===== src/rtl/order_display_pkg.sv =====
// order_display_pkg
//   Shared types and constants for the order queue display: the per-slot
//   state enum and record, the pixel colour-select codes carried down the
//   render pipeline, and the fixed panel colours.
package order_display_pkg;

  typedef enum logic [1:0] {
    SLOT_FREE    = 2'd0,
    SLOT_ACTIVE  = 2'd1,
    SLOT_EXPIRED = 2'd2
  } slot_state_e;

  typedef struct packed {
    slot_state_e state;
    logic [1:0]  dish;
    logic [4:0]  timer;
  } slot_t;

  // Colour source chosen at raster time, resolved once ROM data arrives.
  typedef enum logic [2:0] {
    PIX_NONE     = 3'd0,
    PIX_ROM      = 3'd1,
    PIX_BAR_OK   = 3'd2,
    PIX_BAR_WARN = 3'd3,
    PIX_EXPIRED  = 3'd4
  } pix_sel_e;

  localparam logic [11:0] COL_BAR_OK   = 12'h070;
  localparam logic [11:0] COL_BAR_WARN = 12'hF80;
  localparam logic [11:0] COL_EXPIRED  = 12'h700;
  localparam logic [11:0] COL_BLANK    = 12'h000;

endpackage


===== src/rtl/order_slot_timer.sv =====
// order_slot_timer
//   One order slot: FREE/ACTIVE/EXPIRED state, dish type and countdown timer.
//   An expired slot lingers for two further time units, then frees itself.
// Ports:
//   clk_i, rst_i  clock, asynchronous active-high reset
//   add_i         load this slot with a new order (only honoured when FREE)
//   type_i        dish type for the new order
//   done_i        serve this slot (ignored when FREE)
//   unit_tick_i   one-cycle time-unit strobe
//   slot_o        current slot record
//   expired_o     one-cycle pulse when the timer runs out
module order_slot_timer
  import order_display_pkg::*;
#(
  parameter int unsigned MAX_TIME = 31
) (
  input  logic       clk_i,
  input  logic       rst_i,
  input  logic       add_i,
  input  logic [1:0] type_i,
  input  logic       done_i,
  input  logic       unit_tick_i,
  output slot_t      slot_o,
  output logic       expired_o
);

  slot_state_e state_q, state_d;
  logic [1:0]  dish_q, dish_d;
  logic [4:0]  timer_q, timer_d;
  logic        hold_q, hold_d;      // one unit already spent in EXPIRED
  logic        expired_q, expired_d;

  always_comb begin
    state_d   = state_q;
    dish_d    = dish_q;
    timer_d   = timer_q;
    hold_d    = hold_q;
    expired_d = 1'b0;
    case (state_q)
      SLOT_FREE: begin
        if (add_i) begin
          state_d = SLOT_ACTIVE;
          dish_d  = type_i;
          timer_d = 5'(MAX_TIME);
          hold_d  = 1'b0;
        end
      end
      SLOT_ACTIVE: begin
        if (done_i) begin
          state_d = SLOT_FREE;
          timer_d = '0;
        end else if (unit_tick_i && timer_q != '0) begin
          timer_d = timer_q - 5'd1;
          if (timer_q == 5'd1) begin
            state_d   = SLOT_EXPIRED;
            hold_d    = 1'b0;
            expired_d = 1'b1;
          end
        end
      end
      SLOT_EXPIRED: begin
        if (done_i) begin
          state_d = SLOT_FREE;
          timer_d = '0;
          hold_d  = 1'b0;
        end else if (unit_tick_i) begin
          if (hold_q) begin
            state_d = SLOT_FREE;
            hold_d  = 1'b0;
          end else begin
            hold_d = 1'b1;
          end
        end
      end
      default: begin
        state_d = SLOT_FREE;
        timer_d = '0;
        hold_d  = 1'b0;
      end
    endcase
  end

  always_ff @(posedge clk_i or posedge rst_i) begin
    if (rst_i) begin
      state_q   <= SLOT_FREE;
      dish_q    <= '0;
      timer_q   <= '0;
      hold_q    <= 1'b0;
      expired_q <= 1'b0;
    end else begin
      state_q   <= state_d;
      dish_q    <= dish_d;
      timer_q   <= timer_d;
      hold_q    <= hold_d;
      expired_q <= expired_d;
    end
  end

  assign slot_o    = '{state: state_q, dish: dish_q, timer: timer_q};
  assign expired_o = expired_q;

endmodule


===== src/rtl/order_queue_display.sv =====
// order_queue_display
//   Order queue with per-order countdown timers, rendered as a row of dish
//   icons with a timer bar under each. Build option: define WARN_FLASH_EN to
//   blink warning bars off while frame-counter bit 4 is set.
// Ports:
//   pixel_clk_in, rst_in           clock, asynchronous active-high reset
//   x_in, y_in                     panel origin
//   hcount_in, vcount_in           raster position
//   frame_tick_in                  one pulse per frame
//   order_add_in, order_type_in    add an order of a dish type
//   order_done_in, order_done_slot_in  serve the order in a slot
//   rom_addr_out, rom_data_in      sprite ROM {type,row,col} -> RGB444
//   pixel_out                      RGB444, ROM_LAT+2 cycles after raster input
//   full_out                       no free slot
//   expired_out                    one-cycle pulse on any expiry
module order_queue_display
  import order_display_pkg::*;
#(
  parameter int unsigned NUM_SLOTS = 4,
  parameter int unsigned SPRITE_W  = 32,
  parameter int unsigned SPRITE_H  = 32,
  parameter int unsigned SLOT_GAP  = 8,
  parameter int unsigned MAX_TIME  = 31,
  parameter int unsigned WARN_TIME = 8,
  parameter int unsigned TICK_DIV  = 60,
  parameter int unsigned ROM_LAT   = 2
) (
  input  logic                         pixel_clk_in,
  input  logic                         rst_in,
  input  logic [9:0]                   x_in,
  input  logic [8:0]                   y_in,
  input  logic [9:0]                   hcount_in,
  input  logic [8:0]                   vcount_in,
  input  logic                         frame_tick_in,
  input  logic                         order_add_in,
  input  logic [1:0]                   order_type_in,
  input  logic                         order_done_in,
  input  logic [$clog2(NUM_SLOTS)-1:0] order_done_slot_in,
  output logic [11:0]                  rom_addr_out,
  input  logic [11:0]                  rom_data_in,
  output logic [11:0]                  pixel_out,
  output logic                         full_out,
  output logic                         expired_out
);

  localparam int unsigned SLOT_W = $clog2(NUM_SLOTS);
  localparam int unsigned PW     = $clog2(TICK_DIV + 1);
  localparam int unsigned PITCH  = SPRITE_W + SLOT_GAP;

  // ---------------- slot bank ----------------
  slot_t                slots [NUM_SLOTS];
  logic [NUM_SLOTS-1:0] add_vec, done_vec, free_vec, exp_vec;
  logic                 alloc_found;

  // Allocation looks only at registered state, so a slot freed this cycle
  // is not visible as FREE until the next one.
  always_comb begin
    add_vec     = '0;
    done_vec    = '0;
    free_vec    = '0;
    alloc_found = 1'b0;
    for (int unsigned k = 0; k < NUM_SLOTS; k++) begin
      free_vec[k] = (slots[k].state == SLOT_FREE);
      done_vec[k] = order_done_in && (order_done_slot_in == SLOT_W'(k));
      if (order_add_in && free_vec[k] && !alloc_found) begin
        add_vec[k]  = 1'b1;
        alloc_found = 1'b1;
      end
    end
  end

  // ---------------- time-unit prescaler ----------------
  logic [PW-1:0] presc_q, presc_d;
  logic          unit_tick;

  assign unit_tick = frame_tick_in && (presc_q == PW'(TICK_DIV - 1));

  always_comb begin
    presc_d = presc_q;
    if (frame_tick_in) presc_d = unit_tick ? '0 : presc_q + 1'b1;
  end

  always_ff @(posedge pixel_clk_in or posedge rst_in) begin
    if (rst_in) presc_q <= '0;
    else        presc_q <= presc_d;
  end

  for (genvar g = 0; g < NUM_SLOTS; g++) begin : g_slot
    order_slot_timer #(
      .MAX_TIME(MAX_TIME)
    ) u_slot (
      .clk_i      (pixel_clk_in),
      .rst_i      (rst_in),
      .add_i      (add_vec[g]),
      .type_i     (order_type_in),
      .done_i     (done_vec[g]),
      .unit_tick_i(unit_tick),
      .slot_o     (slots[g]),
      .expired_o  (exp_vec[g])
    );
  end

  assign full_out    = &(~free_vec);
  assign expired_out = |exp_vec;

  // ---------------- warning flash ----------------
  logic flash_blank;
`ifdef WARN_FLASH_EN
  logic [4:0] frame_cnt_q;
  always_ff @(posedge pixel_clk_in or posedge rst_in) begin
    if (rst_in)             frame_cnt_q <= '0;
    else if (frame_tick_in) frame_cnt_q <= frame_cnt_q + 5'd1;
  end
  assign flash_blank = frame_cnt_q[4];
`else
  assign flash_blank = 1'b0;
`endif

  // ---------------- render: stage 0 region decode ----------------
  logic [11:0] hx, vy, top, left;
  logic        in_icon_rows, in_bar_rows;
  pix_sel_e    sel_d;
  logic [11:0] addr_d;

  always_comb begin
    sel_d        = PIX_NONE;
    addr_d       = '0;
    left         = '0;
    hx           = 12'(hcount_in);
    vy           = 12'(vcount_in);
    top          = 12'(y_in);
    in_icon_rows = (vy >= top) && (vy < top + 12'(SPRITE_H));
    in_bar_rows  = (vy >= top + 12'(SPRITE_H + 2)) && (vy <= top + 12'(SPRITE_H + 5));
    for (int unsigned k = 0; k < NUM_SLOTS; k++) begin
      left = 12'(x_in) + 12'(k * PITCH);
      if (in_icon_rows && hx >= left && hx < left + 12'(SPRITE_W)) begin
        addr_d = {slots[k].dish, 5'(vy - top), 5'(hx - left)};
        case (slots[k].state)
          SLOT_ACTIVE:  sel_d = PIX_ROM;
          SLOT_EXPIRED: sel_d = PIX_EXPIRED;
          default:      sel_d = PIX_NONE;
        endcase
      end else if (in_bar_rows && slots[k].state == SLOT_ACTIVE &&
                   hx >= left && hx < left + 12'(slots[k].timer)) begin
        if (32'(slots[k].timer) <= WARN_TIME)
          sel_d = flash_blank ? PIX_NONE : PIX_BAR_WARN;
        else
          sel_d = PIX_BAR_OK;
      end
    end
  end

  // ---------------- render: ROM-aligned pipeline ----------------
  // sel_q[0] launches with the ROM address; sel_q[ROM_LAT] lines up with
  // rom_data_in, and the output register adds the final cycle.
  logic [11:0] rom_addr_q;
  pix_sel_e    sel_q [ROM_LAT+1];
  logic [11:0] pixel_q, pixel_d;

  always_comb begin
    pixel_d = COL_BLANK;
    case (sel_q[ROM_LAT])
      PIX_ROM:      pixel_d = rom_data_in;
      PIX_BAR_OK:   pixel_d = COL_BAR_OK;
      PIX_BAR_WARN: pixel_d = COL_BAR_WARN;
      PIX_EXPIRED:  pixel_d = COL_EXPIRED;
      default:      pixel_d = COL_BLANK;
    endcase
  end

  always_ff @(posedge pixel_clk_in or posedge rst_in) begin
    if (rst_in) begin
      rom_addr_q <= '0;
      pixel_q    <= '0;
      for (int unsigned i = 0; i <= ROM_LAT; i++) sel_q[i] <= PIX_NONE;
    end else begin
      rom_addr_q <= addr_d;
      pixel_q    <= pixel_d;
      sel_q[0]   <= sel_d;
      for (int unsigned i = 1; i <= ROM_LAT; i++) sel_q[i] <= sel_q[i-1];
    end
  end

  assign rom_addr_out = rom_addr_q;
  assign pixel_out    = pixel_q;

endmodule

===== config.mk =====
export PLATFORM = sky130hd
export DESIGN_NAME = order_queue_display
export DESIGN_NICKNAME = d
export VERILOG_FILES = /design/src/rtl/order_display_pkg.sv /design/src/rtl/order_slot_timer.sv /design/src/rtl/order_queue_display.sv
export SDC_FILE = /design/constraint.sdc
export NUM_CORES = 1
export LEC_CHECK = 0
export CORE_ASPECT_RATIO = 0.6
export CORE_MARGIN = 2
export CORE_UTILIZATION = 40
export CTS_CLUSTER_SIZE = 24
export DETAILED_ROUTE_END_ITERATION = 7
export SYNTH_ARGS = -nofsm -noshare
export SYNTH_HDL_FRONTEND = slang
export SYNTH_SLANG_ARGS = --single-unit
export TNS_END_PERCENT = 10

===== constraint.sdc =====
create_clock -name pixel_clk_in -period 4.8 [get_ports pixel_clk_in]
set_clock_uncertainty 0.1 [all_clocks]
set_input_delay 1.44 -clock pixel_clk_in [delete_from_list [all_inputs] [get_ports pixel_clk_in]]
set_output_delay 1.44 -clock pixel_clk_in [all_outputs]
set_load 0.01 [all_outputs]

==> reports/results.txt <==
After detailed routing, the number of remaining DRC violations is 0. Number of buffers inserted during clock tree synthesis: 9. The run gives 214 MHz as the fmax. The category of the critical setup timing path is in -> reg. The post-route met1 wirelength was 14.6 mm. The adder-cell area share of the yosys netlist was 24.7%; the fill cell total of the finished layout was 2087. Pin placement for this block handled 85 I/O pins.

The type of the tightest min-delay check was reg -> reg. Number of flops mapped to enable cells by yosys: 0. Among the stages of the critical path, the cell type that occurs most often is sky130_fd_sc_hd__buf_4. The largest fanout on the critical path was 7. Setup repair after global routing could not meet its margin everywhere. After floorplanning, the core was divided into 42 placement rows. Data on the critical path arrives at its endpoint at 4.81 ns. The largest individual stage delay along the critical path comes from the cell sky130_fd_sc_hd__clkdlybuf4s50_1. The multiplexer area fraction after synthesis was 1.94%; the worst relative slew slack was 29.0%. In the synthesized netlist the async set-or-reset flop fraction comes to 100%. The clock transition at the register clock pins on the worst setup and hold paths after CTS is 0.06 ns. The worst setup path is captured at a flop.

The transition time at the pin with the least slew margin was 1.06 ns; the count of port buffers added during placement was 84. The maximum ir drop on the vdd rail is 0.000224 V, and the global-route congestion overflow total is 0. The tools report the sequential area share after synthesis as 22.8%. The category of cells accounting for the largest share of critical-path delay is buffers and inverters. CTS built an H-tree with a depth of 3. The number of nets handed over by synthesis was 1282.

Across the run, the number of max-cap violations was 0. The final count of pins violating max slew was 0. Number of hold violations in the final report: 0. In the final timing run, aggregate negative setup slack is 0 ns. After detailed routing, the average wire length per cell comes to 17.2 um. The placed instance area was 11500 sq um.

The first detailed-routing pass ran for 5 iterations. The largest family of logic cells by synthesized area was adder cells. After legalization and detailed placement, the total HPWL measured 22.8 mm. Traced cell by cell, the critical path runs through clkdlybuf4s50_1 -> buf_4 -> a21oi_2 -> buf_4 -> o221a_2 -> buf_4 -> ha_1 -> nand2_1 -> a21oi_1 -> a2111oi_2 -> buf_4 -> a2111oi_4 -> buf_6 -> mux2_1 -> mux2i_2 -> o21ai_2. The post-route netlist has 21.6% of its cells at a drive strength greater than 1. The run gives 23.4% as the total routing resource utilization after global routing. The floorplan step defined a die boundary enclosing 24000 sq um. The run gives 8247 as the number of global-route vias before repair. Once detail routing completed, the nets flagged for antenna violations numbered 0. After synthesis the cells add up to 9090 sq um. After the first detailed-routing iteration, the DRC count stood at 532. The total area inside the core boundary comes to 22200 sq um. The detailed-route via count was 8690. Entering global routing, the biggest net connects 47 pins. The maximum clock insertion buffer count was 2; the met2 wire length was 11.0 mm. Total number of clock tree sinks: 83. The dominant register cell in the synthesized netlist was sky130_fd_sc_hd__dfrtp_1. The finished cells cover 12100 sq um. On the worst path, the slowest cell contributes a delay of 0.52 ns.

The analysis attributes to cell leakage a power of 0.00562 uW. The run gives 84 as the number of different library cells in the post-synthesis netlist. During synthesis, Yosys emitted a total of 0 warnings. The power per cell area works out to 374 nW/um^2. The tools report the sort of element at the start of the critical path as an input pin.

The number of buffers and inverters on the critical path is 6. The complex-gate fraction of the synthesized area works out to 21.0%. The chip width works out to 199 um. Synthesis inferred 83 register bits. The last weighted congestion value of the routability-driven placer is 0.915, and the total length of routed wires is 27.8 mm. Of the available clock period, the critical path in the final layout requires 97.5%.

0 antenna diodes ended up in the layout. Relative to the synthesized area, the layout overhead comes to 33.5%. The flow ran to the end, and the final reports show no timing, DRC or antenna violations. Summing the areas of all xor and xnor instances in the mapped netlist gives 7.61% of the synthesized area. The global-route wire length before repair was 44.0 mm. Topmost layer with routed signal wires: met4. The final number of setup-violating endpoints came out at 0. The number of instances in the synthesized netlist was 1048. For the worst setup path, the data required time is 4.93 ns.

The per-cell via count in the routed design is 5.39. In the final design database the tool counted 1533 nets. Simple-gate share of the synthesized area: 18.1%. In this run the clock root is driven by a sky130_fd_sc_hd__clkbuf_16. The vertical extent of the die came out at 121 um. The initial antenna violation count was 0.

TritonCTS built the clock tree. Effective utilization at floorplan: 41.0%. The mean instance size in the synthesized netlist was 8.67 sq um. The tools report the clock latency reported for the late side of the worst-skew pair as 0.35 ns. After detailed routing, the met3 layer carries 1.89 mm of wire. Post-layout minimum cycle time: 4.68 ns.
## cell usage in the layout (no fill, tap or decap), drive strengths merged, types with 7 or more instances in the layout
cell	netlist	layout
o31ai	9	9
mux2	13	13
nand2b	19	19
and3	8	8
dfrtp	83	83
a211oi	11	11
buf	8	174
o32ai	7	7
a21o	13	13
fa	7	7
nor3	30	30
clkbuf	10	13
xor2	13	13
a21oi	80	80
nor2b	22	22
nand3	23	23
o21bai	10	10
a31oi	16	16
ha	168	168
nor2	88	88
inv	71	70
o21a	10	10
and2	12	12
nand4	12	12
clkdlybuf4s50	0	78
nand3b	10	10
o21ai	76	76
xnor2	66	66
nand2	58	58
## stage by stage
step / worst slack [ns] / hold WS (ns) / std cells / total power, uW / util, %
final: 0.118 / 0.247 / 1612 / 4540 / 54.7
after global routing: -0.0649 / 0.264 / 1612 / 4930 / 54.7
after CTS: -0.00441 / 0.248 / 1603 / 4420 / 53.4
after detailed placement: -0.629 / 0.235 / 1587 / 3710 / 51.8
after global placement: -0.545 / 0.238 / 1587 / 3660 / 51.8
after floorplan: 0.0681 / 0.231 / 1048 / 2680 / -
## cells by family (layout without fill, tap and decap cells)
| logic type | after synthesis | in the layout |
|---|---|---|
| adder cells (fa/ha/maj) | 175 | 175 |
| AO/OA/AOI/OAI | 292 | 292 |
| buffers and inverters | 89 | 345 |
| flip-flops | 83 | 83 |
| multiplexers | 16 | 16 |
| AND/OR/NAND/NOR | 314 | 314 |
| XOR/XNOR | 79 | 79 |
## report_power, final
group / total [uW] / internal, uW / switching [uW]
clock: 643 / 364 / 279
sequential: 1170 / 914 / 258
combinational: 2720 / 1340 / 1390
total: 4540 / 2610 / 1920
## cell usage after synthesis, drive strengths merged, types with 3 or more instances
cell type	count	area share (%)
and2	12	0.83
o2111ai	6	0.58
mux2i	3	0.33
nand3b	10	0.83
nand4	12	0.83
clkbuf	10	0.41
nor2	88	3.7
o211ai	5	0.41
a21oi	80	4.4
mux2	13	1.6
buf	8	0.56
nor3	30	1.7
nor4	5	0.34
a31oi	16	1.1
a2111oi	6	0.87
o21ai	76	4.3
a221oi	3	0.29
nand2	58	2.4
o31ai	9	0.74
and3	8	0.61
or3	4	0.28
or2	4	0.28
nor2b	22	1.5
dfrtp	83	23
xor2	13	1.3
a211o	5	0.48
a22oi	3	0.30
nand3	23	1.3
o22ai	6	0.41
xnor2	66	6.4
o311ai	3	0.29
o21a	10	0.83
fa	7	1.5
o32ai	7	0.67
nor3b	5	0.41
nand2b	19	1.3
a21o	13	1.1
nand4b	3	0.29
o21bai	10	0.83
a22o	4	0.39
ha	168	23
inv	71	2.9
a211oi	11	0.96
## state kept, by name, indices dropped and copies added (netlist names)
register                 count
g_slot.u_slot.dish_q         8
g_slot.u_slot.state_q        8
g_slot.u_slot.timer_q       20
presc_q                      6
g_slot.u_slot.expired_o      4
rom_addr_out                12
pixel_out                   12
sel_q                        9
g_slot.u_slot.hold_q         4
## cell type report
type | instances | area, sq um | area share [%]
Clock inverter | 4 | 26.3 | 0.216
Timing Repair Buffer | 258 | 2190 | 18.0
Tap cell | 308 | 385 | 3.17
Inverter | 71 | 268 | 2.21
Sequential cell | 83 | 2080 | 17.1
Multi-Input combinational cell | 876 | 6950 | 57.2
Clock buffer | 12 | 246 | 2.03
## final timing paths
| check | from | endpoint | slack, ns | depth (start not counted) |
|---|---|---|---|---|
| hold reg to reg | sel_q[4]$_DFF_PP0_ | sel_q[1]$_DFF_PP0_ | 0.25 | 0 |
| setup reg to reg | g_slot[2].u_slot.timer_q[0]$_DFFE_PP0P_ | sel_q[8]$_DFF_PP0_ | 1.12 | 18 |
| setup / recovery | x_in[3] | rom_addr_out[10]$_DFF_PP0_ | 0.12 | 16 |
| max in group asynchronous | rst_in | g_slot[3].u_slot.timer_q[0]$_DFFE_PP0P_ | 2.50 | 3 |
| hold / removal | sel_q[4]$_DFF_PP0_ | sel_q[1]$_DFF_PP0_ | 0.25 | 0 |
| min in group asynchronous | rst_in | pixel_out[10]$_DFF_PP0_ | 1.41 | 2 |
## what timing repair did
item / CTS / global route
setup buffers: 0 / 9
hold buffers: 0 / 0
endpoints found under the hold margin: 0 / 0
pin swaps: 7 / 27
gates cloned: 0 / 0
setup endpoints to repair: 8 / 15
gates resized for setup: 22 / 60
## worst reg2reg max path, stage by stage, from the launching register on
cell and delay, ns:
sky130_fd_sc_hd__dfrtp_1 0.46, sky130_fd_sc_hd__ha_2 0.22, sky130_fd_sc_hd__fa_1 0.38, sky130_fd_sc_hd__a21oi_1 0.14, sky130_fd_sc_hd__o21bai_1 0.09, sky130_fd_sc_hd__a21oi_1 0.16
sky130_fd_sc_hd__buf_4 0.15, sky130_fd_sc_hd__nor2_1 0.05, sky130_fd_sc_hd__xor2_1 0.15, sky130_fd_sc_hd__ha_1 0.27, sky130_fd_sc_hd__nand2_1 0.08, sky130_fd_sc_hd__nor2_2 0.14
sky130_fd_sc_hd__nand3_1 0.10, sky130_fd_sc_hd__a21oi_2 0.15, sky130_fd_sc_hd__buf_4 0.15, sky130_fd_sc_hd__nor3_1 0.05, sky130_fd_sc_hd__buf_4 0.15, sky130_fd_sc_hd__mux2_2 0.28
sky130_fd_sc_hd__o41ai_2 0.30
## layer usage
layer  GRT usage [%]  up-vias
li1                -     4332
met1            36.9     4122
met2            32.8      217
met3            5.13       19
met4            2.75        0
met5               0        -
(Power assumes the default switching activity.)
